--- src/rtl/conv_engine_pkg.sv ---
// Shared types and elaboration-time helpers for the convolution engine.
package conv_engine_pkg;

  typedef enum logic [2:0] {
    StIdle,
    StFetch,
    StAcc,
    StStore,
    StFin
  } state_e;

  // Ceiling log2, never below 1 so derived widths stay non-zero.
  function automatic int unsigned clog2(input int unsigned v);
    int unsigned r;
    r = 0;
    for (int i = 0; i < 32; i++) begin
      if ((64'd1 << r) < 64'(v)) r++;
    end
    if (r == 0) r = 1;
    return r;
  endfunction

  // Saturation bounds for a signed result of width dw.
  function automatic longint sat_hi(input int unsigned dw);
    return (longint'(1) << (dw - 1)) - 1;
  endfunction

  function automatic longint sat_lo(input int unsigned dw);
    return -(longint'(1) << (dw - 1));
  endfunction

  // ReLU clamps negative results to this floor.
  localparam longint ReluFloor = 0;

endpackage

--- src/rtl/conv_mac.sv ---
// Signed multiply-accumulate with output shift, optional ReLU and saturation.
module conv_mac
  import conv_engine_pkg::*;
#(
  parameter int unsigned DW    = 8,
  parameter int unsigned ACCW  = 20,
  parameter int unsigned SHIFT = 0
) (
  input  logic                 clk,
  input  logic                 rst,
  input  logic                 clr,
  input  logic                 en,
  input  logic signed [DW-1:0] pixel,
  input  logic signed [DW-1:0] tap,
  input  logic                 relu_en,
  output logic signed [DW-1:0] result
);

  localparam logic signed [ACCW-1:0] SatHi = ACCW'(sat_hi(DW));
  localparam logic signed [ACCW-1:0] SatLo = ACCW'(sat_lo(DW));
  localparam logic signed [ACCW-1:0] Floor = ACCW'(ReluFloor);

  logic signed [2*DW-1:0] mul;
  logic signed [ACCW-1:0] prod;
  logic signed [ACCW-1:0] acc_q, acc_d;
  logic signed [ACCW-1:0] shifted, clipped;

  assign mul  = pixel * tap;
  assign prod = ACCW'(mul);

  always_comb begin
    acc_d = acc_q;
    if (clr) begin
      acc_d = '0;
    end else if (en) begin
      acc_d = acc_q + prod;
    end
  end

  always_ff @(posedge clk or negedge rst) begin
    if (!rst) begin
      acc_q <= '0;
    end else begin
      acc_q <= acc_d;
    end
  end

  // Result is combinational off the settled accumulator; it only matters during STORE.
  always_comb begin
    shifted = acc_q >>> SHIFT;
    clipped = shifted;
    if (relu_en && shifted[ACCW-1]) clipped = Floor;
    if (clipped > SatHi) begin
      clipped = SatHi;
    end else if (clipped < SatLo) begin
      clipped = SatLo;
    end
  end

  assign result = clipped[DW-1:0];

endmodule

--- src/rtl/conv_engine.sv ---
// Valid-mode 2D convolution engine: fetches each KxK window from an external
// synchronous-read image memory and emits one saturated result per window.
module conv_engine
  import conv_engine_pkg::*;
#(
  parameter int unsigned DW     = 8,
  parameter int unsigned H      = 28,
  parameter int unsigned W      = 28,
  parameter int unsigned K      = 3,
  parameter int unsigned STRIDE = 1,
  parameter int unsigned SHIFT  = 0,
  localparam int unsigned OH    = (H - K) / STRIDE + 1,
  localparam int unsigned OW    = (W - K) / STRIDE + 1,
  localparam int unsigned AW    = clog2(H * W),
  localparam int unsigned OAW   = clog2(OH * OW),
  localparam int unsigned ACCW  = 2 * DW + clog2(K * K)
) (
  input  logic                   clk,
  input  logic                   rst,
  input  logic                   start,
  input  logic                   relu_en,
  input  logic [K*K*DW-1:0]      kernel_flat,
  output logic [AW-1:0]          mem_addr,
  input  logic signed [DW-1:0]   mem_data,
  input  logic                   stall,
  output logic signed [DW-1:0]   result,
  output logic [OAW-1:0]         address,
  output logic                   store,
  output logic                   busy,
  output logic                   done
);

  localparam int unsigned KCW = clog2(K + 1);
  localparam int unsigned TW  = clog2(K * K + 1);
  localparam int unsigned RW  = clog2(OH + 1);
  localparam int unsigned CW  = clog2(OW + 1);

  state_e              state_q, state_d;
  logic [K*K*DW-1:0]   kernel_q, kernel_d;
  logic                relu_q, relu_d;
  logic [RW-1:0]       orow_q, orow_d;
  logic [CW-1:0]       ocol_q, ocol_d;
  logic [KCW-1:0]      kr_q, kr_d;
  logic [KCW-1:0]      kc_q, kc_d;
  logic [TW-1:0]       tidx_q, tidx_d;
  logic [TW-1:0]       tap_q;
  logic                vld_q;
  logic                clr;
  logic signed [DW-1:0] tap;

  always_comb begin
    state_d  = state_q;
    kernel_d = kernel_q;
    relu_d   = relu_q;
    orow_d   = orow_q;
    ocol_d   = ocol_q;
    kr_d     = kr_q;
    kc_d     = kc_q;
    tidx_d   = tidx_q;
    clr      = 1'b0;
    unique case (state_q)
      StIdle: begin
        if (start) begin
          kernel_d = kernel_flat;
          relu_d   = relu_en;
          clr      = 1'b1;
          orow_d   = '0;
          ocol_d   = '0;
          kr_d     = '0;
          kc_d     = '0;
          tidx_d   = '0;
          state_d  = StFetch;
        end
      end
      StFetch: begin
        if (kc_q == KCW'(K - 1)) begin
          kc_d = '0;
          kr_d = (kr_q == KCW'(K - 1)) ? '0 : kr_q + 1'b1;
        end else begin
          kc_d = kc_q + 1'b1;
        end
        if (tidx_q == TW'(K * K - 1)) begin
          tidx_d  = '0;
          state_d = StAcc;
        end else begin
          tidx_d = tidx_q + 1'b1;
        end
      end
      StAcc: state_d = StStore;
      StStore: begin
        if (!stall) begin
          clr = 1'b1;
          if (ocol_q == CW'(OW - 1)) begin
            ocol_d = '0;
            if (orow_q == RW'(OH - 1)) begin
              orow_d  = '0;
              state_d = StFin;
            end else begin
              orow_d  = orow_q + 1'b1;
              state_d = StFetch;
            end
          end else begin
            ocol_d  = ocol_q + 1'b1;
            state_d = StFetch;
          end
        end
      end
      StFin:   state_d = StIdle;
      default: state_d = StIdle;
    endcase
  end

  always_ff @(posedge clk or negedge rst) begin
    if (!rst) begin
      state_q  <= StIdle;
      kernel_q <= '0;
      relu_q   <= 1'b0;
      orow_q   <= '0;
      ocol_q   <= '0;
      kr_q     <= '0;
      kc_q     <= '0;
      tidx_q   <= '0;
      tap_q    <= '0;
      vld_q    <= 1'b0;
    end else begin
      state_q  <= state_d;
      kernel_q <= kernel_d;
      relu_q   <= relu_d;
      orow_q   <= orow_d;
      ocol_q   <= ocol_d;
      kr_q     <= kr_d;
      kc_q     <= kc_d;
      tidx_q   <= tidx_d;
      // Memory returns data one cycle after the address, so the tap index lags by one.
      tap_q    <= tidx_q;
      vld_q    <= (state_q == StFetch);
    end
  end

  assign tap = kernel_q[32'(tap_q) * DW +: DW];

  assign mem_addr = AW'((32'(orow_q) * STRIDE + 32'(kr_q)) * W
                        + 32'(ocol_q) * STRIDE + 32'(kc_q));
  assign address  = OAW'(32'(orow_q) * OW + 32'(ocol_q));
  assign store    = (state_q == StStore);
  assign done     = (state_q == StFin);
  assign busy     = (state_q != StIdle);

  conv_mac #(
    .DW    (DW),
    .ACCW  (ACCW),
    .SHIFT (SHIFT)
  ) u_mac (
    .clk     (clk),
    .rst     (rst),
    .clr     (clr),
    .en      (vld_q),
    .pixel   (mem_data),
    .tap     (tap),
    .relu_en (relu_q),
    .result  (result)
  );

endmodule

--- config.mk ---
export PLATFORM = sky130hd
export DESIGN_NAME = conv_engine
export DESIGN_NICKNAME = d
export VERILOG_FILES = /design/src/rtl/conv_engine_pkg.sv /design/src/rtl/conv_mac.sv /design/src/rtl/conv_engine.sv
export SDC_FILE = /design/constraint.sdc
export NUM_CORES = 1
export LEC_CHECK = 0
export CORE_MARGIN = 1.5
export CORE_UTILIZATION = 40
export DETAILED_ROUTE_END_ITERATION = 8
export HOLD_SLACK_MARGIN = 0.12
export PLACE_DENSITY = 0.69
export SYNTH_ARGS = -nofsm -noshare
export SYNTH_HDL_FRONTEND = slang
export SYNTH_SLANG_ARGS = --single-unit
--- constraint.sdc ---
create_clock -name clk -period 5.5 [get_ports clk]
set_clock_uncertainty 0.05 [all_clocks]
set_input_delay 1.1 -clock clk [delete_from_list [all_inputs] [get_ports clk]]
set_output_delay 1.1 -clock clk [all_outputs]
set_load 0.01 [all_outputs]
==> summary.txt <==
Seq cells post-synth -> 119
Placer Congestion -> 0.845
fmax -> 172 MHz
Initial DRC Count -> 390
proportion of layout cells with a drive suffix above 1 -> 15.8%
Cell variety after synth -> 60
most frequent cells in the layout -> nand2_1 (277), inv_1 (130), dfrtp_1 (118)
most frequent cell on the critical path -> fa_1
RR Startpoint -> tap_q[0]$_DFF_PN0_
period utilisation layout -> 106%
DR WL/cell -> 15.3 um
# diodes -> 0
Cells after Synth -> 1090
CP Max Fanout -> 8
top cell type's share of synthesized area -> 28.7%
relative slew slack -> 22.7%
Top FF cell, synth -> dfrtp_1
CTS Buf Count -> 17
commonest non-fill, non-tap cell in the layout -> nand2_1
worst-path cell chain -> buf_4, mux4_1, mux2i_2, o21ai_4, and2_1, fa_1, inv_1, fa_1, inv_1, fa_1, fa_2, ha_4, ha_4, o211ai_1, a22o_1, a31o_4, a211oi_2, o211ai_1, nor3b_2
row cnt -> 58
Seq/Total Area, Yosys -> 28.7%
Tmin final -> 5800 ps
starting density of the core -> 40.9%
RSZ-0062 raised after global routing -> yes
Routed WL -> 24700 um
crit-path max cell delay -> 630 ps
boundary pin count -> 116
final setup vio count -> 12
die area -> 26900 um^2
Slowest-stage cell, CP -> mux4_1
DR pass1 iterations -> 4
Placeable Area -> 25300 um^2
initial antenna violation count -> 0
Post-synth EDFFs -> 0
# DRC -> 0
I/O Buffers -> 115
Via Count -> 7968
largest net degree at the start of global routing -> 74
worst skew pair latency -> 410 ps
ANT nets after route -> 0
clock sink total -> 119
Sequential Area -> 2980 um^2
dpl hpwl -> 19100 um
cts hold-fix bufs -> 0
CP startpoint kind -> register
Total GRT Usage -> 19.3%
r2r setup slk -> -300 ps
Root Driver -> clkbuf_16
reg2reg path depth -> 19
setup TNS -> -2140 ps
H-tree depth reported by CTS -> 4
Fill cells -> 2233
Synthesis Warnings -> 0
worst slew pin tran -> 1160 ps
Worst EP required -> 5720 ps
syn_area_per_cell -> 9.51 um^2
clk buf depth -> 2
die height -> 164 um
Worst setup EP type -> register
fin nets -> 1538
die width -> 164 um
Slew Viols, Final -> 0
Syn Nets -> 1359
worst setup margin -> -303 ps
Final Hold Viols -> 0
first-pass GRT wire length -> 41000 um
grt total ovfl -> 0
Yosys top cell by area -> dfrtp_1
status -> complete, but fails checks
area of the multi-input gates -> 7140 um^2
Async SR Flop Fraction -> 100%
clock-pin slew on the worst setup and hold paths -> 50 ps
Via density -> 4.95
Crit Path Category -> reg -> reg
synthesized area -> 10400 um^2
dpl cells -> 1572
hold crit path type -> reg -> reg
worst setup path startpoint -> tap_q[0]$_DFF_PN0_
max-cap viol count -> 0
Critical Path AT -> 6020 ps
violated checks -> setup timing
Layout area overhead -> 29.5%
Worst Setup EP -> u_mac.acc_q[18]$_DFFE_PN0P_
CTS tree -> built
vias in the first global route -> 8466
Final Non-Filler Cells -> 1611
Synth area leaders -> dfrtp_1 (29%), fa_1 (19%), ha_1 (10%)
worst reg2reg path endpoint -> u_mac.acc_q[18]$_DFFE_PN0P_
-- flip-flops by register name, indices dropped and copies added (netlist names) --
signal	flops
state_q	3
ocol_q	5
vld_q	1
u_mac.acc_q	20
tidx_q	4
orow_q	5
relu_q	1
kc_q	2
kr_q	2
tap_q	4
kernel_q	72
-- Yosys cell counts, drive strengths merged, types with 2 or more instances --
| library cell | number |
|---|---|
| buf | 13 |
| o211ai | 4 |
| nand3b | 5 |
| nand3 | 9 |
| xnor2 | 32 |
| a21oi | 27 |
| o21ai | 39 |
| or2 | 3 |
| nor2b | 6 |
| and2 | 43 |
| ha | 85 |
| mux4 | 16 |
| o21a | 2 |
| fa | 99 |
| nor4 | 4 |
| clkbuf | 19 |
| o31ai | 6 |
| a22o | 2 |
| nor3 | 6 |
| nand2b | 5 |
| or3 | 3 |
| a21o | 19 |
| inv | 134 |
| o21bai | 2 |
| dfrtp | 119 |
| nand2 | 279 |
| nor3b | 2 |
| nand4 | 7 |
| a211oi | 7 |
| nor2 | 42 |
| nor4b | 2 |
| a21boi | 2 |
| a31oi | 5 |
| xor2 | 11 |
| mux2i | 16 |
| a211o | 4 |
-- cell families (layout without fill, tap and decap cells) --
| group | Yosys count | count (layout) | synth area share (%) |
|---|---|---|---|
| flops | 119 | 119 | 28.7 |
| buf+inv | 167 | 358 | 6.87 |
| xor+xnor | 44 | 44 | 3.85 |
| simple gates | 420 | 420 | 17.9 |
| compound gates | 124 | 124 | 7.74 |
| fa+ha+maj | 184 | 184 | 29.4 |
| mux | 32 | 32 | 5.57 |
-- worst max-delay path, delay by kind of cell (launching register included) --
kind | cells | cell delay [ps]
flops | 1 | 410
compound gates | 6 | 1030
mux | 2 | 880
simple gates | 2 | 460
buf+inv | 3 | 260
fa+ha+maj | 6 | 2580
-- metal layers --
metal  GRT usage, %  up-vias  share of wire (%)
met2           32.9      161                 50
li1               -     3855                  -
met4           5.62        0                1.7
met3           2.95       33                3.5
met1           25.5     3919                 45
met5              0        -                  0
-- per-stage QoR --
| stage | util, % | worst slack (ps) | hold WS (ps) | cell area (um^2) |
|---|---|---|---|---|
| global route | 53.0 | -520 | 417 | 13400 |
| detailed placement | 49.1 | -600 | 377 | 12400 |
| floorplan | - | -7.59 | 333 | 10500 |
| CTS | 52.6 | -311 | 388 | 13300 |
| global placement | 49.1 | -557 | 377 | 12400 |
| finish | 53.0 | -303 | 382 | 13400 |
-- cell type report --
type	count	area share, %
clock buffers	23	3.64
clock inverters	8	0.895
inverters	135	3.77
multi-input cells	804	53.2
flip-flops and latches	119	22.2
well taps	330	3.08
repair buffers	192	13.3
-- worst min path at each step --
| stage | startpoint | to | slack (ps) | cells after the start |
|---|---|---|---|---|
| 2_1_floorplan | tidx_q[3]$_DFFE_PN0P_ | tap_q[3]$_DFF_PN0_ | 330 | 0 |
| 3_3_place_gp | tidx_q[3]$_DFFE_PN0P_ | tap_q[3]$_DFF_PN0_ | 380 | 0 |
| 3_5_place_dp | tidx_q[3]$_DFFE_PN0P_ | tap_q[3]$_DFF_PN0_ | 380 | 0 |
| 4_1_cts | tidx_q[3]$_DFFE_PN0P_ | tap_q[3]$_DFF_PN0_ | 390 | 0 |
| 5_1_grt | tidx_q[3]$_DFFE_PN0P_ | tap_q[3]$_DFF_PN0_ | 420 | 0 |
| 6_report | tidx_q[3]$_DFFE_PN0P_ | tap_q[3]$_DFF_PN0_ | 380 | 0 |
-- timing repair --
item                       in CTS  in global routing
resized for setup              65                 22
setup endpoints to repair      14                 15
setup buffers                   7                  1
pin swaps                      39                 17
Power is not shown: default switching activity piles up to over one toggle a cycle in this logic, so the estimate is an artifact.
